==> src/rtl/spr_pkg.sv <==
// Shared constants and the March C- element table for the single-port RAM self-test.
// Each element lists its direction, the pattern it reads back and the pattern it writes.
package spr_pkg;

    localparam int ADDR_W = 6;
    localparam int DATA_W = 8;

    typedef enum logic [2:0] {
        E0,
        E1,
        E2,
        E3,
        E4,
        E5
    } march_elem_e;

    typedef enum logic [1:0] {
        PAT_NONE,
        PAT_BG,
        PAT_INV
    } pat_sel_e;

    typedef struct packed {
        logic     desc;
        pat_sel_e rd_pat;
        pat_sel_e wr_pat;
    } elem_cfg_t;

    // rd_pat of PAT_NONE marks the write-only element.
    localparam elem_cfg_t ELEM_TABLE [6] = '{
        '{desc: 1'b0, rd_pat: PAT_NONE, wr_pat: PAT_BG  },
        '{desc: 1'b0, rd_pat: PAT_BG,   wr_pat: PAT_INV },
        '{desc: 1'b0, rd_pat: PAT_INV,  wr_pat: PAT_BG  },
        '{desc: 1'b1, rd_pat: PAT_BG,   wr_pat: PAT_INV },
        '{desc: 1'b1, rd_pat: PAT_INV,  wr_pat: PAT_BG  },
        '{desc: 1'b0, rd_pat: PAT_BG,   wr_pat: PAT_NONE}
    };

endpackage

==> src/rtl/spr_bist_addr_gen.sv <==
// Up/down address counter for the march: loads the element start address (0 or top),
// steps once per address and flags the last address in the current direction.
module spr_bist_addr_gen #(
    parameter int ADDR_W = spr_pkg::ADDR_W
) (
    input  logic              i_clk,
    input  logic              i_rst_n,
    input  logic              i_load,
    input  logic              i_load_desc,
    input  logic              i_step,
    input  logic              i_desc,
    output logic [ADDR_W-1:0] o_addr,
    output logic              o_last
);

    localparam logic [ADDR_W-1:0] TOP_ADDR = '1;

    logic [ADDR_W-1:0] r_addr;

    always_ff @(posedge i_clk or negedge i_rst_n) begin
        if (!i_rst_n) begin
            r_addr <= '0;
        end else if (i_load) begin
            r_addr <= i_load_desc ? TOP_ADDR : '0;
        end else if (i_step) begin
            r_addr <= i_desc ? r_addr - 1'b1 : r_addr + 1'b1;
        end
    end

    assign o_addr = r_addr;
    assign o_last = i_desc ? (r_addr == '0) : (r_addr == TOP_ADDR);

endmodule

==> src/rtl/spr_bist.sv <==
// March C- self-test initiator for the single-port RAM: drives the RAM port, checks
// every read against the expected background and records the first failing location.
module spr_bist #(
    parameter int               ADDR_W     = spr_pkg::ADDR_W,
    parameter int               DATA_W     = spr_pkg::DATA_W,
    parameter int               RD_LATENCY = 1,
    parameter logic [DATA_W-1:0] BG        = '0
) (
    input  logic              clk,
    input  logic              rst,
    input  logic              start,
    output logic              busy,
    output logic              done,
    output logic              fail,
    output logic [ADDR_W-1:0] fail_addr,
    output logic [DATA_W-1:0] fail_data,
    output logic [2:0]        fail_elem,
    output logic              we,
    output logic              rd,
    output logic [ADDR_W-1:0] addr,
    output logic [DATA_W-1:0] din,
    input  logic [DATA_W-1:0] dout
);

    import spr_pkg::*;

    typedef enum logic [3:0] {
        S_IDLE,
        S_E0,
        S_E1,
        S_E2,
        S_E3,
        S_E4,
        S_E5,
        S_DONE
    } state_e;

    localparam logic [1:0] LAST_PH = 2'(RD_LATENCY);

    function automatic march_elem_e elem_of(input state_e s);
        case (s)
            S_E1:    elem_of = E1;
            S_E2:    elem_of = E2;
            S_E3:    elem_of = E3;
            S_E4:    elem_of = E4;
            S_E5:    elem_of = E5;
            default: elem_of = E0;
        endcase
    endfunction

    function automatic state_e next_state(input state_e s);
        case (s)
            S_E0:    next_state = S_E1;
            S_E1:    next_state = S_E2;
            S_E2:    next_state = S_E3;
            S_E3:    next_state = S_E4;
            S_E4:    next_state = S_E5;
            default: next_state = S_DONE;
        endcase
    endfunction

    state_e            r_state;
    logic [1:0]        r_phase;

    march_elem_e       w_elem;
    march_elem_e       w_next_elem;
    elem_cfg_t         w_cfg;
    logic              w_run;
    logic              w_wr_only;
    logic              w_final;
    logic              w_step_end;
    logic              w_mismatch;
    logic              w_last;
    logic              w_load;
    logic              w_load_desc;
    logic              w_step;
    logic [DATA_W-1:0] w_exp;
    logic [DATA_W-1:0] w_wr_data;
    logic [ADDR_W-1:0] w_addr;

    assign w_elem      = elem_of(r_state);
    assign w_next_elem = elem_of(next_state(r_state));
    assign w_cfg       = ELEM_TABLE[w_elem];
    assign w_run       = (r_state != S_IDLE) && (r_state != S_DONE);
    assign w_wr_only   = (r_state == S_E0);
    assign w_final     = (r_phase == LAST_PH);
    assign w_step_end  = w_wr_only || w_final;
    assign w_exp       = (w_cfg.rd_pat == PAT_INV) ? ~BG : BG;
    assign w_wr_data   = (w_cfg.wr_pat == PAT_INV) ? ~BG : BG;
    assign w_mismatch  = w_run && !w_wr_only && w_final && (dout != w_exp);

    // The counter only wraps by reload at an element boundary, never by stepping.
    assign w_load      = ((r_state == S_IDLE || r_state == S_DONE) && start)
                       || (w_run && w_step_end && w_last && !w_mismatch && r_state != S_E5);
    assign w_load_desc = w_run && ELEM_TABLE[w_next_elem].desc;
    assign w_step      = w_run && w_step_end && !w_last && !w_mismatch;

    spr_bist_addr_gen #(
        .ADDR_W(ADDR_W)
    ) u_addr_gen (
        .i_clk      (clk),
        .i_rst_n    (rst),
        .i_load     (w_load),
        .i_load_desc(w_load_desc),
        .i_step     (w_step),
        .i_desc     (w_cfg.desc),
        .o_addr     (w_addr),
        .o_last     (w_last)
    );

    assign addr = w_addr;

    // Outputs are set one edge ahead: the values written here are what the RAM sees next cycle.
    always_ff @(posedge clk or negedge rst) begin
        if (!rst) begin
            r_state   <= S_IDLE;
            r_phase   <= '0;
            busy      <= 1'b0;
            done      <= 1'b0;
            fail      <= 1'b0;
            fail_addr <= '0;
            fail_data <= '0;
            fail_elem <= '0;
            we        <= 1'b0;
            rd        <= 1'b0;
            din       <= '0;
        end else begin
            case (r_state)
                S_IDLE, S_DONE: begin
                    we <= 1'b0;
                    rd <= 1'b0;
                    if (start) begin
                        r_state   <= S_E0;
                        r_phase   <= '0;
                        busy      <= 1'b1;
                        done      <= 1'b0;
                        fail      <= 1'b0;
                        fail_addr <= '0;
                        fail_data <= '0;
                        fail_elem <= '0;
                        we        <= 1'b1;
                        din       <= BG;
                    end
                end
                S_E0: begin
                    if (w_last) begin
                        r_state <= S_E1;
                        we      <= 1'b0;
                        rd      <= 1'b1;
                    end
                end
                default: begin
                    if (!w_final) begin
                        rd      <= 1'b0;
                        r_phase <= r_phase + 2'd1;
                        if ((r_phase + 2'd1 == LAST_PH) && (w_cfg.wr_pat != PAT_NONE)) begin
                            we  <= 1'b1;
                            din <= w_wr_data;
                        end
                    end else begin
                        we      <= 1'b0;
                        r_phase <= '0;
                        if (w_mismatch) begin
                            r_state   <= S_DONE;
                            busy      <= 1'b0;
                            done      <= 1'b1;
                            fail      <= 1'b1;
                            fail_addr <= w_addr;
                            fail_data <= dout;
                            fail_elem <= w_elem;
                        end else if (w_last && r_state == S_E5) begin
                            r_state <= S_DONE;
                            busy    <= 1'b0;
                            done    <= 1'b1;
                        end else begin
                            rd <= 1'b1;
                            if (w_last) begin
                                r_state <= next_state(r_state);
                            end
                        end
                    end
                end
            endcase
        end
    end

endmodule

==> config.mk <==
export PLATFORM = sky130hd
export DESIGN_NAME = spr_bist
export DESIGN_NICKNAME = d
export VERILOG_FILES = /design/src/rtl/spr_pkg.sv /design/src/rtl/spr_bist_addr_gen.sv /design/src/rtl/spr_bist.sv
export SDC_FILE = /design/constraint.sdc
export NUM_CORES = 1
export LEC_CHECK = 0
export ABC_AREA = 1
export ABC_CLOCK_PERIOD_IN_PS = 3100
export BUFFER_PORTS_ARGS = -buffer_cell sky130_fd_sc_hd__buf_2
export CAP_MARGIN = 20
export CORE_MARGIN = 10
export CORE_UTILIZATION = 45
export CTS_CLUSTER_SIZE = 10
export DETAILED_ROUTE_END_ITERATION = 6
export PLACE_DENSITY = 0.69
export SYNTH_ARGS = -nofsm -noshare
export SYNTH_HDL_FRONTEND = slang
export SYNTH_SLANG_ARGS = --single-unit
==> constraint.sdc <==
create_clock -name clk -period 3.1 [get_ports clk]
set_input_delay 0.31 -clock clk [delete_from_list [all_inputs] [get_ports clk]]
set_output_delay 0.31 -clock clk [all_outputs]
set_load 0.03 [all_outputs]
# Yosys cells after proc, flatten, opt, wreduce, memory -nomap -nowiden
# Memories as Yosys holds them, arrays and structs flattened.
# Cells that the tools add are included.
# classes
addsub,3
bitwise,3
muxes,63
n_reduce_logical,40
n_eq_ne,25
order_cmp,2
# ops
cell,count
two-way mux 8 bit,7
case mux 3 bit (5 select lines),3
two-way mux 6 bit,7
case mux 8 bit (2 select lines),2
"== test 4 x 3 -> 1 bit, second input constant",7
two-way mux 4 bit,6
two-way mux 5 bit,4
two-way mux 1 bit,19
"== test 4 x 2 -> 1 bit, second input constant",4
"!= test 4 x 3 -> 1 bit, second input constant",4
AND reduction 4 bit,4
logical AND 1 bit,14
case mux 3 bit (4 select lines),1
case mux 6 bit (2 select lines),1
nonzero test 4 bit,3
case mux 1 bit (2 select lines),5
nonzero test 2 bit,5
two-way mux 3 bit,3
"greater-or-equal comparator 4 bit, second input constant",2
!= test 8 bit,1
inverter 3 -> 4 bit,2
case mux 4 bit (2 select lines),1
"adder 6 x 1 -> 6 bit, second input constant",1
"== test 6 bit, second input constant",1
19 further kinds,29
# totals
register_bits,42
in_bits,11
output_inout_bits,36
romBits,80
n_memories,2
wordCells,150
# mem_list
memory,depth,word_bits,rd,rd_ports_with_merged_regs,wr,line_no,text
(name not given),8,5,1,0,0,spr_bist.sv:95,assign w_load_desc = w_run && ELEM_TABLE[w_next_elem].desc;
(name not given),8,5,1,0,0,spr_bist.sv:83,assign w_cfg = ELEM_TABLE[w_elem];

# Depth between registers and ports, before layout
# Gate-level depths: netlist of run 1.
# depth
depth_word,15
mapped_depth,15

# Hierarchy
# A second synthesis of run 1 with hierarchy kept.
# unflattened
hier_cells,262
hier_area_um2,2024.4
# modules_own_cells
mod,seq_area_each_um2,instances,area_each_um2,cells_each
spr_bist,700.7,1,1536.5,196
spr_bist_addr_gen,150.1,1,488.0,66

# Worst setup path after synthesis of run 1
# Ideal clock, no wire load.
# synth_path
path_type,register to register
from,register r_state[1]
to,register u_addr_gen.r_addr[5] (netlist: u_addr_gen.o_addr[5])
n_path_buf,0
setup_slack_ns,1.097
stages_incl_launch_ff,12
arrival_ns,1.890
setup_ns,0.113
path_cell_list,dfrtp_1 > inv_1 > ha_1 > ha_1 > a21oi_1 > or2_2 > nand4_1 > nand2_1 > nand3_1 > nand3_1 > nand2_1 > inv_1
# synth_between
elab_chain_len,15
# synth_lines
element,line_no,text
start: declaration,spr_bist.sv:62,state_e r_state;
start signal: assignment,spr_bist.sv:178,r_state <= next_state(r_state);
"== test 4 x 3 -> 1 bit, or another cell as far along",spr_bist.sv:41,case (s)
case mux 3 bit (5 select lines),spr_bist.sv:41,
inverter 3 -> 4 bit (implied by the code),spr_bist.sv:83,
memory read (8 x 5 bit),-,
two-way mux 5 bit (implied by the code) (2 in series),spr_bist.sv:83,
== test 2 bit,spr_bist.sv:88,assign w_exp = (w_cfg.rd_pat == PAT_INV) ? ~BG : BG;
two-way mux 8 bit,spr_bist.sv:88,
!= test 8 bit,spr_bist.sv:90,assign w_mismatch = w_run && !w_wr_only && w_final && (dout != w_exp);
logical AND 1 bit,spr_bist.sv:90,
logical NOT 1 bit,"spr_bist.sv:94, spr_bist.sv:96",
logical AND 1 bit (2 in series),spr_bist.sv:94,|| (w_run && w_step_end && w_last && !w_mismatch && r_state != S_E5);
logical OR 1 bit,spr_bist.sv:94,
two-way mux 6 bit / nonzero test 2 bit (equally long branches),-,
end signal: assignment,spr_bist_addr_gen.sv:24,r_addr <= i_load_desc ? TOP_ADDR : '0;
end signal: assignment,spr_bist_addr_gen.sv:26,r_addr <= i_desc ? r_addr - 1'b1 : r_addr + 1'b1;
end: declaration,spr_bist_addr_gen.sv:18,logic [ADDR_W-1:0] r_addr;
# Several ways; a longest one is shown, not always the timed one. The select of a mux whose other input is x is not followed.
# A chain may end at the register's enable or synchronous reset.

# Final worst setup path of run 1
# layout_path
from,register r_state[1]
to,register done
# layout_between
elab_chain_len,13
# layout_lines
element,line_no,text
"== test 4 x 3 -> 1 bit, or another cell as far along","spr_bist.sv:41, spr_bist.sv:171",
case mux 3 bit (5 select lines),spr_bist.sv:41,
inverter 3 -> 4 bit (implied by the code),spr_bist.sv:83,
memory read (8 x 5 bit),-,
two-way mux 5 bit (implied by the code) (2 in series),spr_bist.sv:83,
== test 2 bit,spr_bist.sv:88,
two-way mux 8 bit,spr_bist.sv:88,
!= test 8 bit,spr_bist.sv:90,
logical AND 1 bit,spr_bist.sv:90,
two-way mux 1 bit,spr_bist.sv:163,if (w_mismatch) begin
two-way mux 1 bit,spr_bist.sv:153,if (!w_final) begin
case mux 1 bit (2 select lines),spr_bist.sv:128,case (r_state)
end signal: assignment,spr_bist.sv:136,done <= 1'b0;
end signal: assignment,spr_bist.sv:166,done <= 1'b1;
end signal: assignment,spr_bist.sv:174,done <= 1'b1;
end: declaration,spr_bist.sv:13,"output logic done,"
# Several ways; a longest one is shown, not always the timed one. The select of a mux whose other input is x is not followed.

==> summary.txt, run 1 <==
Clocking
  – Post CTS Setup Buffer Count: 0
  – Level count of the clock H-tree: 2
  – Master cell of the clock root buffer: sky130_fd_sc_hd__clkbuf_8
  – Worst-Skew Late Latency: 0.29 ns
  – Clock Path Buffers: 2
  – Gates resized, CTS repair: 0
  – Number of hold-repair buffers added at the cts stage: 0
  – Total CTS buffers: 5
  – Num Clock Sinks: 34
  – Clock tree from TritonCTS: yes
  – Clock slew at the register clock pins of the worst setup and hold paths: 0.07 ns

Floorplanning
  – Starting Density: 46.9%
  – Horiz. Die Dim: 87.6 um
  – Number of rows created at floorplan: 24
  – Number of top-level pins: 47
  – Total core area: 0.00438 mm^2
  – Chip Height: 87.6 um
  – DIE AREA: 0.00767 mm^2

Timing
  – Clock skew: 0.00777 ns
  – Setup violation total in the final timing report: 0
  – Fin. max-slew vios: 0
  – Final Critical Period: 2.25 ns
  – Hold violation total from the final report: 0
  – Summed negative setup slack over all endpoints: 0 ns
  – Unrepaired setup endpoints after global routing: no
  – Maximum clock frequency: 0.445 GHz
  – Worst max-slew margin expressed relative to the limit: 49.7%
  – Share of the clock period used by the worst path after layout: 72.5%
  – Slew at the pin with the worst max-slew slack: 0.755 ns

Job
  – Max-cap violations: 0

GRT
  – Global Route Usage Sum: 13.8%
  – First-pass GRT wire length: 8590 um
  – Pin count of the biggest net entering global routing: 35
  – Number of antenna violations at the first check in global routing: 0
  – Via count of the first global-routing pass: 1800
  – GR Overflow Total: 0

Run status
  – Status: complete, no violations

Placement
  – Gpl congestion: 0.933
  – Number of buffers added on ports: 46
  – Placed wire-length estimate after detailed placement: 3870 um

Cells and area
  – Layout filler cell count: 450
  – Layout cell share with drive strength beyond 1: 21.4%
  – Most used cells in the layout excluding fill and tap cells: sky130_fd_sc_hd__nand2_1, sky130_fd_sc_hd__buf_2, sky130_fd_sc_hd__dfrtp_1
  – Most common cell after layout, fill and taps aside: sky130_fd_sc_hd__nand2_1
  – Reg area: 851 um^2
  – Synth-to-layout area growth: 16.2%
  – Total number of nets in the final design: 341
  – Total area of multi-input combinational cells: 0.00100 mm^2
  – Antenna Cells: 0

Detailed routing
  – Routed WL per cell: 13.5 um
  – Total iterations of the first detailed-routing run: 6
  – Via count of the routed design: 1856
  – Antenna violation net count after detailed routing: 0
  – DR DRC count: 0
  – Drt via density: 4.95
  – Count of routing violations after the opening detailed-route iteration: 93
  – Total wirelength of the detailed-routed design: 5070 um

Synth
  – Average footprint of a synthesized cell: 7.37 um^2
  – Syn Inst Count: 279
  – YS warnings: 0
  – Syn nets: 298
  – Post-synthesis instance area: 0.00206 mm^2
  – Share of synthesized area occupied by flip-flops and latches: 41.4%
  – Number of flip-flops and latches in the synthesized netlist: 34
  – Unique cell type count in the Yosys netlist: 30

Setup path
  – Crit path arrival time: 2.41 ns
  – Largest fanout of any net on the critical path: 7
  – Worst setup SP type: flip-flop
  – Worst Setup End Kind: flip-flop
  – Class of the most critical setup path: flip-flop to flip-flop
  – Required time of the critical path: 3.26 ns

Min path
  – Worst hold path type: primary input to async pin
[worst max-delay path: stages, from the launching register on]
cell and delay, ns:
sky130_fd_sc_hd__dfrtp_1 0.46, sky130_fd_sc_hd__inv_1 0.15, sky130_fd_sc_hd__ha_1 0.35, sky130_fd_sc_hd__nand2_1 0.12, sky130_fd_sc_hd__nor2_1 0.11, sky130_fd_sc_hd__nand2_1 0.07
sky130_fd_sc_hd__nand2_1 0.12, sky130_fd_sc_hd__nand2_1 0.10, sky130_fd_sc_hd__o21ai_0 0.31, sky130_fd_sc_hd__o21ai_0 0.18, sky130_fd_sc_hd__nand2_1 0.08, sky130_fd_sc_hd__o21ai_0 0.08
[kinds of logic after synthesis]
kind of cell	Yosys count	share of synthesized area, %
and+or+nand+nor	158	33.3
buffers and inverters	44	9.86
DFF	34	41.4
AOI/OAI and AO/OA	32	8.95
adders and majority gates	8	5.23
xor gates and xnor gates	3	1.28
[area by class of cell]
type	instances	area share, %
clock buffers	8	4.61
multi-input cells	201	42.0
repair buffers	46	9.64
flip-flops and latches	34	35.6
well taps	52	2.72
inverters	34	5.45
[per-stage QoR]
| step | instance area, um^2 | hold slack (ns) | setup WS [ns] | utilization (%) | cells |
|---|---|---|---|---|---|
| 6_report | 2390 | 0.0851 | 0.853 | 54.5 | 375 |
| 5_1_grt | 2390 | 0.145 | 0.492 | 54.5 | 375 |
| 4_1_cts | 2390 | 0.107 | 0.879 | 54.5 | 375 |
| 3_5_place_dp | 2280 | 0.426 | 0.887 | 52.0 | 367 |
| 3_3_place_gp | 2280 | 0.421 | 0.955 | 52.0 | 367 |
| 2_1_floorplan | 2060 | 0.0144 | 1.10 | - | 279 |
[Yosys cell counts]
master / n / area share (%)
sky130_fd_sc_hd__nand2_1: 92 / 17
sky130_fd_sc_hd__dfrtp_1: 34 / 41
sky130_fd_sc_hd__inv_1: 31 / 5.7
sky130_fd_sc_hd__nand3_1: 29 / 7.1
sky130_fd_sc_hd__nor2_1: 23 / 4.2
sky130_fd_sc_hd__o21ai_0: 17 / 4.1
sky130_fd_sc_hd__buf_4: 7 / 2.6
sky130_fd_sc_hd__ha_1: 7 / 4.3
sky130_fd_sc_hd__a21oi_1: 6 / 1.5
sky130_fd_sc_hd__nand2_2: 4 / 1.2
sky130_fd_sc_hd__nand4_1: 3 / 0.91
sky130_fd_sc_hd__o21ai_1: 3 / 0.73
sky130_fd_sc_hd__xor2_1: 3 / 1.3
sky130_fd_sc_hd__inv_2: 2 / 0.37
sky130_fd_sc_hd__nor2_2: 2 / 0.61
sky130_fd_sc_hd__o31ai_1: 2 / 0.73
sky130_fd_sc_hd__a21o_1: 1 / 0.37
sky130_fd_sc_hd__a21oi_4: 1 / 0.79
sky130_fd_sc_hd__a31oi_1: 1 / 0.30
sky130_fd_sc_hd__buf_2: 1 / 0.24
sky130_fd_sc_hd__buf_6: 1 / 0.55
sky130_fd_sc_hd__clkbuf_1: 1 / 0.18
sky130_fd_sc_hd__fa_1: 1 / 0.97
sky130_fd_sc_hd__inv_4: 1 / 0.30
sky130_fd_sc_hd__nand2_4: 1 / 0.55
sky130_fd_sc_hd__nand3_2: 1 / 0.49
sky130_fd_sc_hd__nand3_4: 1 / 0.85
sky130_fd_sc_hd__o21ai_2: 1 / 0.43
sky130_fd_sc_hd__or2_1: 1 / 0.30
sky130_fd_sc_hd__or2_2: 1 / 0.30
[metal layers]
layer | wire length [um] | vias to the layer above | track usage, %
li1 | - | 960 | -
met4 | 91 | 0 | 6.23
met5 | 0 | - | 0
met3 | 395 | 7 | 4.18
met2 | 2240 | 47 | 21.0
met1 | 2340 | 842 | 17.7
[path summary, 6_finish.rpt]
path                            slack, ns  depth (start not counted)            to       start
worst min register to register       0.47                          2          fail        fail
min in group clk                     0.27                          3  fail_data[6]     dout[6]
worst min-delay path                 0.09                          1  fail_addr[2]         rst
max in group asynchronous            2.52                          1    r_phase[0]         rst
worst max register to register       0.85                         11          done  r_state[1]
worst max-delay path                 0.85                         11          done  r_state[1]
[sequential cells by signal (all words and copies together), names as in the netlist]
| name | flops |
|---|---|
| fail_elem | 3 |
| r_phase | 2 |
| fail | 1 |
| we | 1 |
| rd | 1 |
| busy | 1 |
| r_state | 3 |
| done | 1 |
| fail_addr | 6 |
| u_addr_gen.o_addr | 6 |
| fail_data | 8 |
| din | 1 |
Power of run 1 is not shown: default switching activity piles up to over one toggle a cycle in this logic, so the estimate is an artifact.
==> run 2: changes to the inputs <==
- ABC_AREA: 1 -> 0
- ABC_CLOCK_PERIOD_IN_PS: 3100 -> 1950
- PLACE_DENSITY: 0.69 -> 0.72
- clock period: 3.1 -> 1.95 ns (I/O delays scaled with it)
==> summary.txt, run 2 <==
Detailed routing
  – Count of routing violations after the opening detailed-route iteration: 165 (+77%)
  – Antenna violation net count after detailed routing: 0 (unchanged)
  – Drt via density: 5.88 (+19%)
  – Routed WL per cell: 18.3 um (+36%)
  – Total iterations of the first detailed-routing run: 4 (-2)
  – Total wirelength of the detailed-routed design: 7540 um (+49%)
  – DR DRC count: 0 (unchanged)
  – Via count of the routed design: 2418 (+30%)

GRT
  – GR Overflow Total: 0 (unchanged)
  – GR Util met2: 29.6% (+8.6 points)
  – First-pass GRT wire length: 11200 um (+31%)
  – Via count of the first global-routing pass: 2322 (+29%)
  – Global routing usage on met1: 21.4% (+3.7 points)
  – Most Used Layer, Global Route: met2
  – Pin count of the biggest net entering global routing: 35 (unchanged)
  – Global Route Usage Sum: 17.8% (+4.0 points)
  – Met3 Track Usage GR: 4.83% (+0.65 points)
  – Number of antenna violations at the first check in global routing: 0 (unchanged)

Setup path
  – Largest fanout of any net on the critical path: 12 (+5)
  – Required time of the critical path: 2.13 ns (-1.13 ns)
  – Worst setup SP type: flip-flop
  – Crit path arrival time: 2.56 ns (+0.15 ns)
  – Worst Setup End Kind: flip-flop
  – Class of the most critical setup path: flip-flop to flip-flop
  – Reg-to-reg slack, setup: -0.43 ns (-1.28 ns)

Floorplanning
  – Number of rows created at floorplan: 25 (+4.2%)
  – Starting Density: 46.3% (-0.60 points)
  – Number of top-level pins: 47 (unchanged)
  – Horiz. Die Dim: 89.5 um (+2.2%)
  – DIE AREA: 0.00801 mm^2 (+4.4%)
  – Chip Height: 89.5 um (+2.2%)
  – Total core area: 0.00469 mm^2 (+7.0%)

Timing
  – Slew at the pin with the worst max-slew slack: 0.785 ns (+0.0298 ns)
  – Share of the clock period used by the worst path after layout: 122% (+50 points)
  – Final Critical Period: 2.38 ns (+0.132 ns)
  – Fin. max-slew vios: 0 (unchanged)
  – Setup violation total in the final timing report: 31 (+31)
  – Hold violation total from the final report: 0 (unchanged)
  – Summed negative setup slack over all endpoints: -8.51 ns (-8.51 ns)
  – Unrepaired setup endpoints after global routing: yes
  – Final worst-path setup slack: -0.429 ns (-1.28 ns)
  – Clock skew: 0.00888 ns (+0.00112 ns)
  – Maximum clock frequency: 0.420 GHz (-5.6%)
  – Worst max-slew margin expressed relative to the limit: 47.7% (-2.0 points)

Cells and area
  – Layout cell share with drive strength beyond 1: 48.2% (+27 points)
  – Flip-flop count of the largest register, all copies and words added: 8 (unchanged)
  – Total number of nets in the final design: 375 (+10%)
  – Antenna Cells: 0 (unchanged)
  – Most used cells in the layout excluding fill and tap cells: sky130_fd_sc_hd__buf_4, sky130_fd_sc_hd__buf_2, sky130_fd_sc_hd__nand2_1
  – Most flop-heavy register: fail_data
  – Most common cell after layout, fill and taps aside: sky130_fd_sc_hd__buf_4
  – Synth-to-layout area growth: 52.4%

Clocking
  – Master cell of the clock root buffer: sky130_fd_sc_hd__clkbuf_8
  – Clock tree from TritonCTS: yes
  – Level count of the clock H-tree: 2 (unchanged)
  – Worst-Skew Late Latency: 0.30 ns (about the same)
  – Clock slew at the register clock pins of the worst setup and hold paths: 0.08 ns (about the same)
  – Num Clock Sinks: 34 (unchanged)
  – Clock Path Buffers: 2 (unchanged)
  – Total CTS buffers: 5 (unchanged)

Synth
  – Average footprint of a synthesized cell: 8.87 um^2 (+20%)
  – Area contributors post-synth: sky130_fd_sc_hd__dfrtp_1, sky130_fd_sc_hd__nand2_1, sky130_fd_sc_hd__o21ai_0
  – Syn Inst Count: 245 (-12%)
  – Post-synth EDFFs: 0 (unchanged)
  – Most used standard cell by instance count after synthesis: sky130_fd_sc_hd__nand2_1
  – Share of synthesized area occupied by flip-flops and latches: 39.2% (-2.2 points)
  – Main flop type after synthesis: sky130_fd_sc_hd__dfrtp_1
  – Most instantiated cells after synthesis: sky130_fd_sc_hd__nand2_1, sky130_fd_sc_hd__dfrtp_1, sky130_fd_sc_hd__o21ai_0, sky130_fd_sc_hd__nor2_1, sky130_fd_sc_hd__a21oi_1
  – Fraction of synthesis flops using an asynchronous set or reset pin: 100% (unchanged)
  – Number of flip-flops and latches in the synthesized netlist: 34 (unchanged)
  – Top-area cell type share of the netlist area: 39.2% (-2.2 points)
  – YS warnings: 0 (unchanged)
  – Cell type with the largest total area after synthesis: sky130_fd_sc_hd__dfrtp_1
  – Post-synthesis instance area: 0.00217 mm^2 (+5.7%)
  – Syn nets: 264 (-11%)
  – Unique cell type count in the Yosys netlist: 59 (+97%)

Placement
  – Placed wire-length estimate after detailed placement: 4970 um (+29%)
  – Number of buffers added on ports: 46 (unchanged)
  – Post-Place Setup Slack: -0.451 ns (-1.34 ns)
  – Gpl congestion: 0.884 (-5.3%)

Run status
  – Violated checks: negative setup slack
  – Status: finished, violations left

Min path
  – Worst hold path type: primary input to flip-flop

Job
  – Max-cap violations: 0 (unchanged)
## run 2: final cells by class
type                            count  area (um^2)
Timing Repair Buffer              123          845
Fill cell                         331         1380
Tap cell                           54         67.6
Inverter                            9         38.8
Multi-Input combinational cell    183         1410
Sequential cell                    34          852
Clock inverter                      2         12.5
Clock buffer                        6         82.6
## run 2: layer usage
metal  routed length [um]  vias up  part of all wire [%]
li1                     -     1119                     -
met1                 2980     1181                    40
met2                 3790       93                    50
met3                  536       25                   7.1
met4                  233        0                   3.1
met5                    0        -                     0
## run 2: path summary, 6_finish.rpt
path / start / endpoint / cells past startpoint
max in group asynchronous: rst / r_state[1] / 2
max: r_state[1] / u_addr_gen.o_addr[3] / 8
min: dout[2] / fail_data[2] / 3
min reg2reg: fail / fail / 2
max reg2reg: r_state[1] / u_addr_gen.o_addr[3] / 8
min in group asynchronous: rst / r_state[2] / 2
## run 2: kinds of logic (layout without fill, tap and decap cells)
family          count (synthesis)  in the layout  share of synthesized area (%)
fa+ha+maj                       9              9                           5.47
compound gates                 75             75                           23.9
simple gates                   89             89                           19.6
mux                             7              7                           3.57
xor+xnor                        3              3                           1.21
flops                          34             34                           39.2
buf+inv                        28            140                           7.03
## run 2: repair_timing
action / CTS / global route
resized for setup: 13 / 23
hold buffers: 1 / 0
gates cloned: 1 / 1
endpoints found under the setup margin: 31 / 32
buffers inserted: 7 / 6
endpoints found under the hold margin: 6 / 0
pin swaps: 5 / 10
## run 2: metrics by stage
step	utilization, %	instance area [um^2]	hold WS, ns	std cells
floorplan	-	2300	-0.101	245
global placement	62.4	2930	0.318	388
detailed placement	62.4	2930	0.320	388
CTS	66.9	3140	0.136	405
global route	70.5	3310	0.137	411
finish	70.5	3310	0.135	411
## run 2: critical path, stage by stage (launching register included)
cell and delay [ns]:
sky130_fd_sc_hd__dfrtp_2 0.45, sky130_fd_sc_hd__buf_6 0.14, sky130_fd_sc_hd__buf_4 0.17, sky130_fd_sc_hd__nand2_1 0.09
sky130_fd_sc_hd__nand2_1 0.08, sky130_fd_sc_hd__a221oi_1 0.50, sky130_fd_sc_hd__mux2i_2 0.20, sky130_fd_sc_hd__a21oi_4 0.29
sky130_fd_sc_hd__mux2_4 0.34
Power of run 2 is left out for the same reason.
